**config.mk**
```make
export PLATFORM = sky130hd
export DESIGN_NAME = wt_dcache_refill_writer
export DESIGN_NICKNAME = d
export VERILOG_FILES = /design/src/rtl/wt_dcache_refill_writer.sv
export SDC_FILE = /design/constraint.sdc
export NUM_CORES = 1
export LEC_CHECK = 0
export BUFFER_PORTS_ARGS = -buffer_cell sky130_fd_sc_hd__buf_2
export CELL_PAD_IN_SITES_DETAIL_PLACEMENT = 1
export CELL_PAD_IN_SITES_GLOBAL_PLACEMENT = 1
export CORE_UTILIZATION = 37
export CTS_CLUSTER_SIZE = 16
export DETAILED_ROUTE_END_ITERATION = 8
export GPL_TIMING_DRIVEN = 0
export PLACE_DENSITY = 0.88
export SYNTH_ARGS = -nofsm -noshare
export SYNTH_HDL_FRONTEND = slang
export SYNTH_SLANG_ARGS = --single-unit
```
**constraint.sdc**
```tcl
create_clock -name clk_i -period 2.95 [get_ports clk_i]
set_input_delay 0.1475 -clock clk_i [delete_from_list [all_inputs] [get_ports clk_i]]
set_output_delay 0.1475 -clock clk_i [all_outputs]
set_load 0.02 [all_outputs]
```
**src/rtl/wt_dcache_refill_writer.sv**
```systemverilog
// Refill write master for the data cache's full-cacheline write port.
// Collects refill beats critical-word-first into a line buffer and issues a
// single-cycle cacheline write. Invalidation writes are merged onto the same
// port combinationally whenever no refill write is in progress.
// Optional build macro: WT_REFILL_PERF_EN enables saturating refill/error counters.
module wt_dcache_refill_writer #(
  parameter int LINE_WIDTH = 128,
  parameter int BEAT_WIDTH = 64,
  parameter int SET_ASSOC  = 4,
  parameter int TAG_WIDTH  = 20,
  parameter int IDX_WIDTH  = 8,
  parameter int OFF_WIDTH  = 4
) (
  input  logic                    clk_i,
  input  logic                    rst_i,
  input  logic                    req_valid_i,
  output logic                    req_ready_o,
  input  logic [TAG_WIDTH-1:0]    req_tag_i,
  input  logic [IDX_WIDTH-1:0]    req_idx_i,
  input  logic [OFF_WIDTH-1:0]    req_off_i,
  input  logic [SET_ASSOC-1:0]    req_way_i,
  input  logic                    req_nc_i,
  input  logic                    beat_valid_i,
  output logic                    beat_ready_o,
  input  logic [BEAT_WIDTH-1:0]   beat_data_i,
  input  logic                    beat_err_i,
  input  logic                    inval_valid_i,
  output logic                    inval_ready_o,
  input  logic [IDX_WIDTH-1:0]    inval_idx_i,
  input  logic [SET_ASSOC-1:0]    inval_way_i,
  output logic                    wr_cl_vld_o,
  output logic                    wr_cl_nc_o,
  output logic [SET_ASSOC-1:0]    wr_cl_we_o,
  output logic [TAG_WIDTH-1:0]    wr_cl_tag_o,
  output logic [IDX_WIDTH-1:0]    wr_cl_idx_o,
  output logic [OFF_WIDTH-1:0]    wr_cl_off_o,
  output logic [LINE_WIDTH-1:0]   wr_cl_data_o,
  output logic [LINE_WIDTH/8-1:0] wr_cl_data_be_o,
  output logic [SET_ASSOC-1:0]    wr_vld_bits_o,
  output logic                    done_o,
  output logic                    err_o,
  output logic [31:0]             perf_refills_o,
  output logic [31:0]             perf_errs_o
);

  localparam int NBEATS     = LINE_WIDTH / BEAT_WIDTH;
  localparam int BEAT_BYTES = BEAT_WIDTH / 8;
  localparam int BOFF       = $clog2(BEAT_BYTES);
  localparam int SLOT_W     = (NBEATS > 1) ? $clog2(NBEATS) : 1;
  localparam logic [SLOT_W-1:0] CNT_LAST = SLOT_W'(NBEATS - 1);

  typedef enum logic [1:0] {IDLE, FILL, WRITE} state_e;

  state_e                  state_q;
  logic [TAG_WIDTH-1:0]    tag_q;
  logic [IDX_WIDTH-1:0]    idx_q;
  logic [OFF_WIDTH-1:0]    off_q;
  logic [SET_ASSOC-1:0]    way_q;
  logic                    nc_q;
  logic [SLOT_W-1:0]       start_q;
  logic [SLOT_W-1:0]       cnt_q;
  logic                    errf_q;
  logic [LINE_WIDTH-1:0]   line_q;
  logic [LINE_WIDTH/8-1:0] line_be_q;

  logic                    req_rdy_q, beat_rdy_q, inval_rdy_q;
  logic                    wr_vld_q, wr_nc_q, done_q, err_pulse_q;
  logic [SET_ASSOC-1:0]    wr_we_q, wr_vbits_q;
  logic [LINE_WIDTH/8-1:0] wr_be_q;

  logic [LINE_WIDTH-1:0]   line_d;
  logic [LINE_WIDTH/8-1:0] line_be_d;
  logic                    errf_d;
  logic [SLOT_W-1:0]       slot;
  logic [SLOT_W-1:0]       req_slot;
  logic                    beat_hs, last_beat, inval_hs;

  assign slot      = start_q + cnt_q;
  // Shift then truncate so the NBEATS==1 case (no slot bits in the offset) yields 0.
  assign req_slot  = SLOT_W'(req_off_i >> BOFF);
  assign beat_hs   = beat_valid_i & beat_rdy_q;
  assign last_beat = nc_q | (cnt_q == CNT_LAST);
  assign inval_hs  = inval_valid_i & inval_rdy_q;

  // Merge the incoming beat into its critical-word-first slot.
  always_comb begin
    line_d    = line_q;
    line_be_d = line_be_q;
    errf_d    = errf_q | beat_err_i;
    for (int unsigned s = 0; s < NBEATS; s++) begin
      if (32'(slot) == s) begin
        line_d[s*BEAT_WIDTH +: BEAT_WIDTH] = beat_data_i;
        line_be_d[s*BEAT_BYTES +: BEAT_BYTES] = '1;
      end
    end
  end

  // Refill FSM with registered handshake and write-strobe outputs.
  always_ff @(posedge clk_i) begin
    if (rst_i) begin
      state_q     <= IDLE;
      tag_q       <= '0;
      idx_q       <= '0;
      off_q       <= '0;
      way_q       <= '0;
      nc_q        <= 1'b0;
      start_q     <= '0;
      cnt_q       <= '0;
      errf_q      <= 1'b0;
      line_q      <= '0;
      line_be_q   <= '0;
      req_rdy_q   <= 1'b1;
      beat_rdy_q  <= 1'b0;
      inval_rdy_q <= 1'b1;
      wr_vld_q    <= 1'b0;
      wr_nc_q     <= 1'b0;
      wr_we_q     <= '0;
      wr_vbits_q  <= '0;
      wr_be_q     <= '0;
      done_q      <= 1'b0;
      err_pulse_q <= 1'b0;
    end else begin
      wr_vld_q    <= 1'b0;
      wr_nc_q     <= 1'b0;
      wr_we_q     <= '0;
      wr_vbits_q  <= '0;
      wr_be_q     <= '0;
      done_q      <= 1'b0;
      err_pulse_q <= 1'b0;
      case (state_q)
        IDLE: begin
          if (req_valid_i && req_rdy_q) begin
            tag_q      <= req_tag_i;
            idx_q      <= req_idx_i;
            off_q      <= req_off_i;
            way_q      <= req_way_i;
            nc_q       <= req_nc_i;
            start_q    <= req_slot;
            cnt_q      <= '0;
            errf_q     <= 1'b0;
            line_q     <= '0;
            line_be_q  <= '0;
            req_rdy_q  <= 1'b0;
            beat_rdy_q <= 1'b1;
            state_q    <= FILL;
          end
        end
        FILL: begin
          if (beat_hs) begin
            line_q    <= line_d;
            line_be_q <= line_be_d;
            errf_q    <= errf_d;
            cnt_q     <= cnt_q + SLOT_W'(1);
            if (last_beat) begin
              state_q     <= WRITE;
              beat_rdy_q  <= 1'b0;
              inval_rdy_q <= 1'b0;
              wr_vld_q    <= 1'b1;
              done_q      <= 1'b1;
              err_pulse_q <= errf_d;
              wr_nc_q     <= nc_q;
              wr_be_q     <= line_be_d;
              wr_we_q     <= (nc_q || errf_d) ? '0 : way_q;
              wr_vbits_q  <= (nc_q || errf_d) ? '0 : way_q;
            end
          end
        end
        WRITE: begin
          state_q     <= IDLE;
          req_rdy_q   <= 1'b1;
          inval_rdy_q <= 1'b1;
        end
        default: begin
          state_q     <= IDLE;
          req_rdy_q   <= 1'b1;
          beat_rdy_q  <= 1'b0;
          inval_rdy_q <= 1'b1;
        end
      endcase
    end
  end

  assign req_ready_o   = req_rdy_q;
  assign beat_ready_o  = beat_rdy_q;
  assign inval_ready_o = inval_rdy_q;

  // Invalidations can only be accepted outside WRITE, so they never collide
  // with a refill write; the registered strobes are all zero whenever they win.
  assign wr_cl_vld_o     = wr_vld_q | inval_hs;
  assign wr_cl_nc_o      = wr_nc_q;
  assign wr_cl_we_o      = inval_hs ? inval_way_i : wr_we_q;
  assign wr_cl_tag_o     = inval_hs ? '0 : tag_q;
  assign wr_cl_idx_o     = inval_hs ? inval_idx_i : idx_q;
  assign wr_cl_off_o     = inval_hs ? '0 : off_q;
  assign wr_cl_data_o    = line_q;
  assign wr_cl_data_be_o = wr_be_q;
  assign wr_vld_bits_o   = wr_vbits_q;
  assign done_o          = done_q;
  assign err_o           = err_pulse_q;

`ifdef WT_REFILL_PERF_EN
  logic [31:0] perf_refills_q, perf_errs_q;

  // Saturating counters of completed and errored refills.
  always_ff @(posedge clk_i) begin
    if (rst_i) begin
      perf_refills_q <= '0;
      perf_errs_q    <= '0;
    end else begin
      if (done_q && (perf_refills_q != '1)) perf_refills_q <= perf_refills_q + 32'd1;
      if (err_pulse_q && (perf_errs_q != '1)) perf_errs_q <= perf_errs_q + 32'd1;
    end
  end

  assign perf_refills_o = perf_refills_q;
  assign perf_errs_o    = perf_errs_q;
`else
  assign perf_refills_o = '0;
  assign perf_errs_o    = '0;
`endif

endmodule
```
==> results_dict.tcl, run 1 <==
set metrics [dict create \
    outcome "finished, final reports clean" \
    cts.htree.levels 1 \
    skew_ns 0.0187 \
    cts_tree "built" \
    synth.avg_cell_area_um2 11.1 \
    grt-ovfl-total 0 \
    async_reset_ff_share_pct 0 \
    startpoint "inval_ready_o$_SDFFE_PP1P_" \
    cts_sinks 211 \
    reg2reg_to "wr_cl_data_o[42]$_SDFFE_PP0P_" \
    synth_edf_count 0 \
    synth_cell_type_count 33 \
    reg2reg_depth 4 \
    worstSetupEndpoint "wr_cl_idx_o[3]" \
    viasPerCell 5.19 \
    setup_viol 0 \
    grt_setup_unrepaired "no" \
    final_cells 1492 \
    synth_top_flop_cell "dfxtp_1" \
    finalNetCount 1321 \
    cts_buffers 23 \
    postCtsSetupBuffers 0 \
    path_clk_slew_ns 0.06 \
    dp_hpwl_um 19300 \
    timing.rr.start "state_q[0]$_SDFFE_PP0P_" \
    grt_pass1_vias 8487 \
    syn-instance-count 704 \
    leakagePower_nw 6.24 \
    synthTopCellsByArea "dfxtp_1 (54%), a32o_2 (17%), buf_4 (6.2%), nand2_1 (4.6%), a21oi_1 (3.4%)" \
    netlist_area_mm2 0.00783 \
    firstDrtPassIters 5 \
    period_share_pct 83.3 \
    wl_um 32000 \
    die_h_um 147 \
    arrival_ns 2.31 \
    crit_path_end_kind "output pin" \
    hp-start "beat_valid_i" \
    tightestPinTransition_ns 0.862 \
    relSlewSlack_pct 42.3 \
    remaining_drc_errors 0 \
    hold_viol 0 \
    route.detailed.wl_per_inst_um 21.4 \
    final_common_cell "buf_2" \
    clk_latency_ns 0.50 \
    crit_required_ns 2.80 \
    start_util_pct 38.2 \
    start_kind "register" \
    place_congestion 0.803 \
    rows 52 \
    final_core_util_pct 57.2 \
    hold_class "in2reg" \
    cts_max_path_buffers 3 \
    drive_above_1_share_pct 48.2 \
    die_w_um 147 \
    boundaryPins 374 \
    cts-root-buf "clkbuf_16" \
    area_growth_pct 49.7 \
    yosysSeqAreaShare_pct 54.0 \
    ir_drop_v 0.000596 \
    port_buffers 308 \
    coreArea_mm2 0.0205 \
    tns_ns 0 \
    grtUsageTotal_pct 28.6 \
    layout_common_cells "buf_2 (335), dfxtp_1 (211), a32o_2 (120)" \
    num_vias 7738 \
    r2r_slack_ns 0.52 \
    fmax_mhz 407 \
    synth_top_area_share_pct 54.0 \
    ys_warn_count 0 \
    path_class "reg2out" \
    die_area_mm2 0.0217 \
    p_per_area_mw_per_mm2 596 \
    grt_antenna_before_repair 3 \
    path_max_fanout 10 \
    ys_ff_latch 211 \
    max_cap_violations 0 \
    slew_viol_final 0 \
    min_period_ns 2.46 \
    drtIter0Drc 249 \
    grt_max_degree 14 \
    ant_nets 0 \
    post-place-cells 1345 \
    grt_pass1_wl_um 48800 \
    synth_largest_area_cell "dfxtp_1" \
]
==> worst max-delay path, stage by stage, from the launching register on <==
cell and delay [ns]:
dfxtp_1 0.34, nand2_1 0.40, clkbuf_1 0.50, mux2_2 0.41, buf_2 0.16
==> stage by stage <==
stage	hold slack (ns)	power [mW]	setup WS [ns]	area, um2
after floorplan	0.258	3.66	1.40	8060
after global placement	0.390	3.99	0.379	9940
after detailed placement	0.397	4.01	0.377	9940
after CTS	0.169	6.95	0.340	11700
after global routing	0.193	7.20	0.324	11700
final	0.194	6.98	0.492	11700
==> worst min-delay path by stage <==
stage / cells past startpoint / to / slack, ns
3_5_place_dp: 3 / start_q$_SDFFE_PP0P_ / 0.40
6_report: 3 / state_q[1]$_SDFFE_PP0P_ / 0.19
2_1_floorplan: 1 / err_o$_SDFF_PP0_ / 0.26
4_1_cts: 3 / state_q[1]$_SDFFE_PP0P_ / 0.17
5_1_grt: 3 / state_q[1]$_SDFFE_PP0P_ / 0.19
3_3_place_gp: 3 / tag_q[16]$_SDFFE_PP0P_ / 0.39
==> per-layer routing <==
metal	share of wire, %	vias to the layer above	global-route usage (%)	wire length [um]
li1	-	3457	-	-
met5	0	-	0	0
met1	37	3822	31.0	11900
met4	3.6	0	11.8	1140
met3	6.8	90	6.36	2170
met2	52	369	53.5	16800
==> power by group <==
group	switching (mW)	total, mW	leakage [nW]	internal [mW]
logic	0.678	1.11	4.16	0.428
clock network	1.19	2.87	0.372	1.68
registers	0.0610	3.00	1.71	2.94
==> flip-flops by register name (all words and copies together) (netlist names), 2 cells and up <==
signal	count
wr_vld_bits_o	4
tag_q	20
wr_cl_data_be_o	16
way_q	4
off_q	3
idx_q	8
wr_cl_data_o	128
line_be_q	16
state_q	2
==> cell families after synthesis <==
logic type | Yosys count | synth area share [%]
muxes | 12 | 1.73
xor gates and xnor gates | 2 | 0.224
DFF | 211 | 54.0
other | 1 | 0.0479
buffers and inverters | 129 | 11.0
AOI/OAI and AO/OA | 209 | 24.7
and+or+nand+nor | 140 | 8.30
==> layout make-up <==
cell class	count	area [um2]
Clock buffer	35	681
Clock inverter	7	67.6
Antenna cell	3	7.51
Sequential cell	211	4220
Tap cell	270	338
Fill cell	2294	8780
Multi-Input combinational cell	427	2980
Buffer	129	860
Timing Repair Buffer	410	2560
==> synthesized netlist by cell type, types with 2 or more instances <==
cell and number:
buf_4 65, a21oi_1 53, o21a_1 18, nor2_1 4, buf_2 27, nand2b_1 2, and2_1 30, nor3_1 2
mux2_2 12, a32o_1 8, clkbuf_1 23, and3_1 2, a32o_2 120, dfxtp_1 211, a21oi_2 2, a211oi_4 2
nand2_1 95, buf_6 13
==> timing repair <==
action / CTS / global route
setup endpoints to repair: 0 / 0
hold endpoints to repair: 167 / 0
gates resized for setup: 0 / 0
hold buffers: 102 / 0
Note: power is estimated with default switching activity, not from simulation.
==> inputs of run 2 (changes only) <==
--- a/config.mk
+++ b/config.mk
@@ -8,11 +8,11 @@
 export BUFFER_PORTS_ARGS = -buffer_cell sky130_fd_sc_hd__buf_2
 export CELL_PAD_IN_SITES_DETAIL_PLACEMENT = 1
 export CELL_PAD_IN_SITES_GLOBAL_PLACEMENT = 1
-export CORE_UTILIZATION = 37
+export CORE_UTILIZATION = 31
 export CTS_CLUSTER_SIZE = 16
 export DETAILED_ROUTE_END_ITERATION = 8
 export GPL_TIMING_DRIVEN = 0
-export PLACE_DENSITY = 0.88
+export PLACE_DENSITY = 0.79
 export SYNTH_ARGS = -nofsm -noshare
 export SYNTH_HDL_FRONTEND = slang
 export SYNTH_SLANG_ARGS = --single-unit
==> constraint.sdc (replaced) <==
create_clock -name clk_i -period 2.2 [get_ports clk_i]
set_input_delay 0.11 -clock clk_i [delete_from_list [all_inputs] [get_ports clk_i]]
set_output_delay 0.11 -clock clk_i [all_outputs]
set_load 0.02 [all_outputs]
==> run 2 against run 1 <==
  * Die area grew 19%
  * Critical path type unchanged
  * Clock power increased by 30%
  * Hold slack got worse by 0.072 ns
==> results_dict.tcl, run 2 (synthesis gave the netlist of run 1 again) <==
set metrics [dict create \
    relSlewSlack_pct 55.7 \
    cts_tree "built" \
    grtUsageTotal_pct 22.5 \
    crit_path_end_kind "output pin" \
    fmax_mhz 490 \
    remaining_drc_errors 0 \
    stdcell_area_mm2 0.0118 \
    route.detailed.wl_per_inst_um 19.6 \
    reg2reg_depth 4 \
    arrival_ns 1.93 \
    die_area_mm2 0.0259 \
    die_h_um 161 \
    grt_antenna_before_repair 0 \
    firstDrtPassIters 4 \
    max_cap_violations 0 \
    slowest_stage "mux2_2" \
    path_max_fanout 10 \
    grt_pass1_vias 8021 \
    cts_max_path_buffers 3 \
    area_growth_pct 51.3 \
    start_util_pct 31.9 \
    dp_hpwl_um 19900 \
    skew_ns 0.0110 \
    place_congestion 0.797 \
    viasPerCell 4.85 \
    rows 57 \
    wl_um 30200 \
    worstPathCellList "nand2_2 -> clkbuf_2 -> mux2_2 -> buf_2" \
    clk_latency_ns 0.51 \
    drive_above_1_share_pct 49.1 \
    cts-root-buf "clkbuf_16" \
    port_buffers 308 \
    min_period_ns 2.04 \
    grt-ovfl-total 0 \
    slew_viol_final 0 \
    hold_viol 0 \
    period_share_pct 92.8 \
    final_common_cell "buf_2" \
    num_vias 7487 \
    boundaryPins 374 \
    insertedDiodeCount 0 \
    path_class "reg2out" \
    ant_nets 0 \
    grt_setup_unrepaired "no" \
    grt_max_degree 14 \
    largest_reg_flops 128 \
    hold_class "in2reg" \
    max_stage_delay_ns 0.37 \
    ir_drop_v 0.000521 \
    coreArea_mm2 0.0245 \
    leakagePower_nw 6.27 \
    layout_common_cells "buf_2 (335), dfxtp_1 (211), a32o_2 (120)" \
    die_w_um 161 \
    p_per_area_mw_per_mm2 783 \
    hold_depth 3 \
    cts_sinks 211 \
    final_core_util_pct 48.2 \
    outcome "finished, final reports clean" \
    path_clk_slew_ns 0.06 \
    postPlaceCellArea_mm2 0.0100 \
    cts_buffers 23 \
    start_kind "register" \
    crit_required_ns 2.09 \
    tightestPinTransition_ns 0.664 \
    drtIter0Drc 303 \
    grt_pass1_wl_um 46000 \
    cts.htree.levels 1 \
    finalNetCount 1325 \
    setup_viol 0 \
]
run 2: cell types whose count changed in the layout (fill, tap and decap cells not counted), sizes merged:
| cell | before | now |
|---|---|---|
| diode | 3 | 0 |
| clkbuf | 58 | 53 |
| clkinv | 5 | 4 |
| clkinvlp | 0 | 2 |
| buf | 414 | 418 |
run 2: final cells by class:
cell class / instances / area, um2
plain buffers: 129 / 868
clock buffers: 30 / 642
clock inverters: 8 / 77.6
fillers: 2792 / 12700
multi-input cells: 427 / 3000
flip-flops and latches: 211 / 4220
well taps: 324 / 405
repair buffers: 414 / 2620
run 2: report_power, final:
part	internal (mW)	switching [mW]	leakage, nW
clock network	2.17	1.58	0.351
logic	0.598	0.904	4.21
registers	3.95	0.0790	1.71
total	6.71	2.56	6.27
run 2: metrics by stage:
step	hold slack (ns)	worst slack [ns]	std cells	power (mW)	TNS, ns
2_1_floorplan	0.220	0.654	767	4.91	0
3_3_place_gp	0.351	-0.210	1399	5.36	-8.33
3_5_place_dp	0.358	-0.312	1399	5.39	-12.35
4_1_cts	0.0874	0.0163	1539	9.30	0
5_1_grt	0.140	0.0465	1543	9.62	0
6_report	0.122	0.159	1543	9.27	0
run 2: repair_timing:
action                     4_1_cts  5_1_grt
pin swaps                        0        2
hold buffers                   102        0
setup endpoints to repair       86      119
setup buffers                    0        4
hold endpoints to repair       167        0
gates cloned                     0        0
gates resized for setup          4       12
run 2: path summary, 6_finish.rpt:
path                                            startpoint                       endpoint  slack [ns]
worst max register to register     state_q[0]$_SDFFE_PP0P_  wr_cl_data_o[19]$_SDFFE_PP0P_        0.29
worst min register to register      tag_q[17]$_SDFFE_PP0P_         tag_q[17]$_SDFFE_PP0P_        0.45
worst max-delay path            inval_ready_o$_SDFFE_PP1P_                 wr_cl_idx_o[2]        0.16
worst min-delay path                          beat_valid_i        state_q[1]$_SDFFE_PP0P_        0.12
run 2: routing by layer:
metal  GRT usage [%]  share of wire [%]  routed length, um  vias to the layer above
met3            5.63                7.0               2130                       53
met4            6.05                2.2                655                        0
met1            23.9                 38              11400                     3663
li1                -                  -                  -                     3471
met2            43.5                 53              16000                      300
met5               0                  0                  0                        -
run 2: worst max-delay path: cells and delay by family (launching register included):
| family | cells | cell delay, ns |
|---|---|---|
| simple gates | 1 | 0.24 |
| buf+inv | 2 | 0.46 |
| flops | 1 | 0.35 |
| mux | 1 | 0.37 |
==> inputs of run 3 (changes only) <==
--- a/config.mk
+++ b/config.mk
@@ -8,11 +8,11 @@
 export BUFFER_PORTS_ARGS = -buffer_cell sky130_fd_sc_hd__buf_2
 export CELL_PAD_IN_SITES_DETAIL_PLACEMENT = 1
 export CELL_PAD_IN_SITES_GLOBAL_PLACEMENT = 1
-export CORE_UTILIZATION = 31
+export CORE_UTILIZATION = 37
 export CTS_CLUSTER_SIZE = 16
 export DETAILED_ROUTE_END_ITERATION = 8
 export GPL_TIMING_DRIVEN = 0
-export PLACE_DENSITY = 0.79
+export PLACE_DENSITY = 0.88
 export SYNTH_ARGS = -nofsm -noshare
 export SYNTH_HDL_FRONTEND = slang
 export SYNTH_SLANG_ARGS = --single-unit
==> constraint.sdc (replaced) <==
create_clock -name clk_i -period 2.4 [get_ports clk_i]
set_input_delay 0.12 -clock clk_i [delete_from_list [all_inputs] [get_ports clk_i]]
set_output_delay 0.12 -clock clk_i [all_outputs]
set_load 0.02 [all_outputs]
==> run 3 against run 2 <==
  * Critical path type unchanged
  * Non-clock buffer count is 4 lower
  * Combinational power is 9% lower
  * Largest cell class unchanged
  * Highest routed layer unchanged
  * Core utilization up 8.9 points
  * Flip-flop and latch count unchanged
==> results_dict.tcl, run 3 (synthesis gave the netlist of run 1 again) <==
set metrics [dict create \
    outcome "finished, final reports clean" \
    max_cap_violations 0 \
    worstSetupEndpoint "wr_cl_idx_o[2]" \
    cp.buffers_inverters 2 \
    area_growth_pct 49.8 \
    grtUsageTotal_pct 28.6 \
    grt_setup_unrepaired "no" \
    slew_viol_final 0 \
    leakagePower_nw 6.25 \
    die_area_mm2 0.0217 \
    drive_above_1_share_pct 48.3 \
    remaining_drc_errors 0 \
    grt_max_degree 14 \
    worstPathCellList "nand2_1 -> clkbuf_2 -> mux2_2 -> buf_2" \
    timing.rr.start "state_q[0]$_SDFFE_PP0P_" \
    grt-ovfl-total 0 \
    grt_pass1_vias 8473 \
    largest_reg_flops 128 \
    drtIter0Drc 268 \
    dp_slack_ns -0.173 \
    die_w_um 147 \
    grt_antenna_before_repair 3 \
    start_kind "register" \
    clk_latency_ns 0.50 \
    layout_common_cells "buf_2 (335), dfxtp_1 (211), a32o_2 (120)" \
    cts.htree.levels 1 \
    hp-start "beat_valid_i" \
    crit_required_ns 2.28 \
    coreArea_mm2 0.0205 \
    tightestPinTransition_ns 0.857 \
    port_buffers 308 \
    wl_um 32200 \
    final_common_cell "buf_2" \
    register_area_mm2 0.00422 \
    path_class "reg2out" \
    route.detailed.wl_per_inst_um 21.6 \
    ant_nets 0 \
    period_share_pct 95.3 \
    max_stage_delay_ns 0.40 \
    start_util_pct 38.2 \
    r2r_slack_ns 0.18 \
    reg2reg_to "wr_cl_data_o[22]$_SDFFE_PP0P_" \
    rows 52 \
    viasPerCell 5.17 \
    cts_buffers 23 \
    fin_ws_ns 0.112 \
    dp_hpwl_um 19300 \
    cts_sinks 211 \
    arrival_ns 2.17 \
    finalNetCount 1321 \
    startpoint "inval_ready_o$_SDFFE_PP1P_" \
    ir_drop_v 0.000724 \
    place_congestion 0.803 \
    final_core_util_pct 57.2 \
    total_power_mw 8.57 \
    hold_viol 0 \
    cts_max_path_buffers 3 \
    postCtsSetupBuffers 0 \
    reg2reg_depth 4 \
    p_per_area_mw_per_mm2 731 \
    multi_input_area_mm2 0.00298 \
    path_max_fanout 10 \
    cts-root-buf "clkbuf_16" \
    min_period_ns 2.29 \
    path_clk_slew_ns 0.06 \
    cp_num_cells 4 \
    fillers 2277 \
    fin_hold_ws_ns 0.163 \
    cts_tree "built" \
    skew_ns 0.0184 \
    hold_class "in2reg" \
    die_h_um 147 \
    fmax_mhz 437 \
    relSlewSlack_pct 42.7 \
    firstDrtPassIters 4 \
    slowest_stage "nand2_1" \
    crit_path_end_kind "output pin" \
    setup_viol 0 \
    num_vias 7719 \
    boundaryPins 374 \
    grt_pass1_wl_um 48800 \
    cpLargestDelayFamily "buffers and inverters" \
]
## run 3: timing repair
item	CTS	global route
setup endpoints to repair	61	0
gates resized for setup	2	0
hold buffers	102	0
hold endpoints to repair	167	0
## run 3: worst min-delay path by stage
stage / endpoint / slack, ns / cells after the start
2_1_floorplan: err_o$_SDFF_PP0_ / 0.23 / 1
3_3_place_gp: tag_q[16]$_SDFFE_PP0P_ / 0.36 / 3
3_5_place_dp: start_q$_SDFFE_PP0P_ / 0.37 / 3
4_1_cts: state_q[1]$_SDFFE_PP0P_ / 0.14 / 3
5_1_grt: state_q[1]$_SDFFE_PP0P_ / 0.17 / 3
6_report: state_q[1]$_SDFFE_PP0P_ / 0.16 / 3
## run 3: per-layer routing
layer / global-route usage, % / part of all wire [%] / routed length, um / vias to the layer above
li1: - / - / - / 3460
met1: 31.0 / 38 / 12100 / 3792
met2: 53.9 / 53 / 17000 / 375
met3: 5.90 / 6.3 / 2030 / 92
met4: 11.6 / 3.5 / 1130 / 0
met5: 0 / 0 / 0 / -
## run 3: through the flow
step	instances	TNS [ns]	cell area [um2]
2_1_floorplan	767	0	8060
3_3_place_gp	1345	-6.28	9940
3_5_place_dp	1345	-5.73	9940
4_1_cts	1489	0	11700
5_1_grt	1492	0	11700
6_report	1492	0	11700
## run 3: power breakdown
group	switching [mW]	total, mW	internal [mW]	leakage (nW)
combinational	0.839	1.37	0.527	4.17
sequential	0.0740	3.69	3.62	1.71
clock	1.45	3.51	2.07	0.372
## run 3: area by class of cell
type	instances	share of cell area, %
well taps	270	2.88
flip-flops and latches	211	36.0
plain buffers	129	7.36
clock buffers	35	5.81
repair buffers	410	21.9
diodes	3	0.0641
clock inverters	7	0.576
multi-input cells	427	25.4
## run 3: worst register-to-register path, delay by kind of cell (launching register included)
family          cells  cell delay, ns
simple gates        1            0.56
compound gates      1            0.28
flops               1            0.43
buf+inv             2            0.89
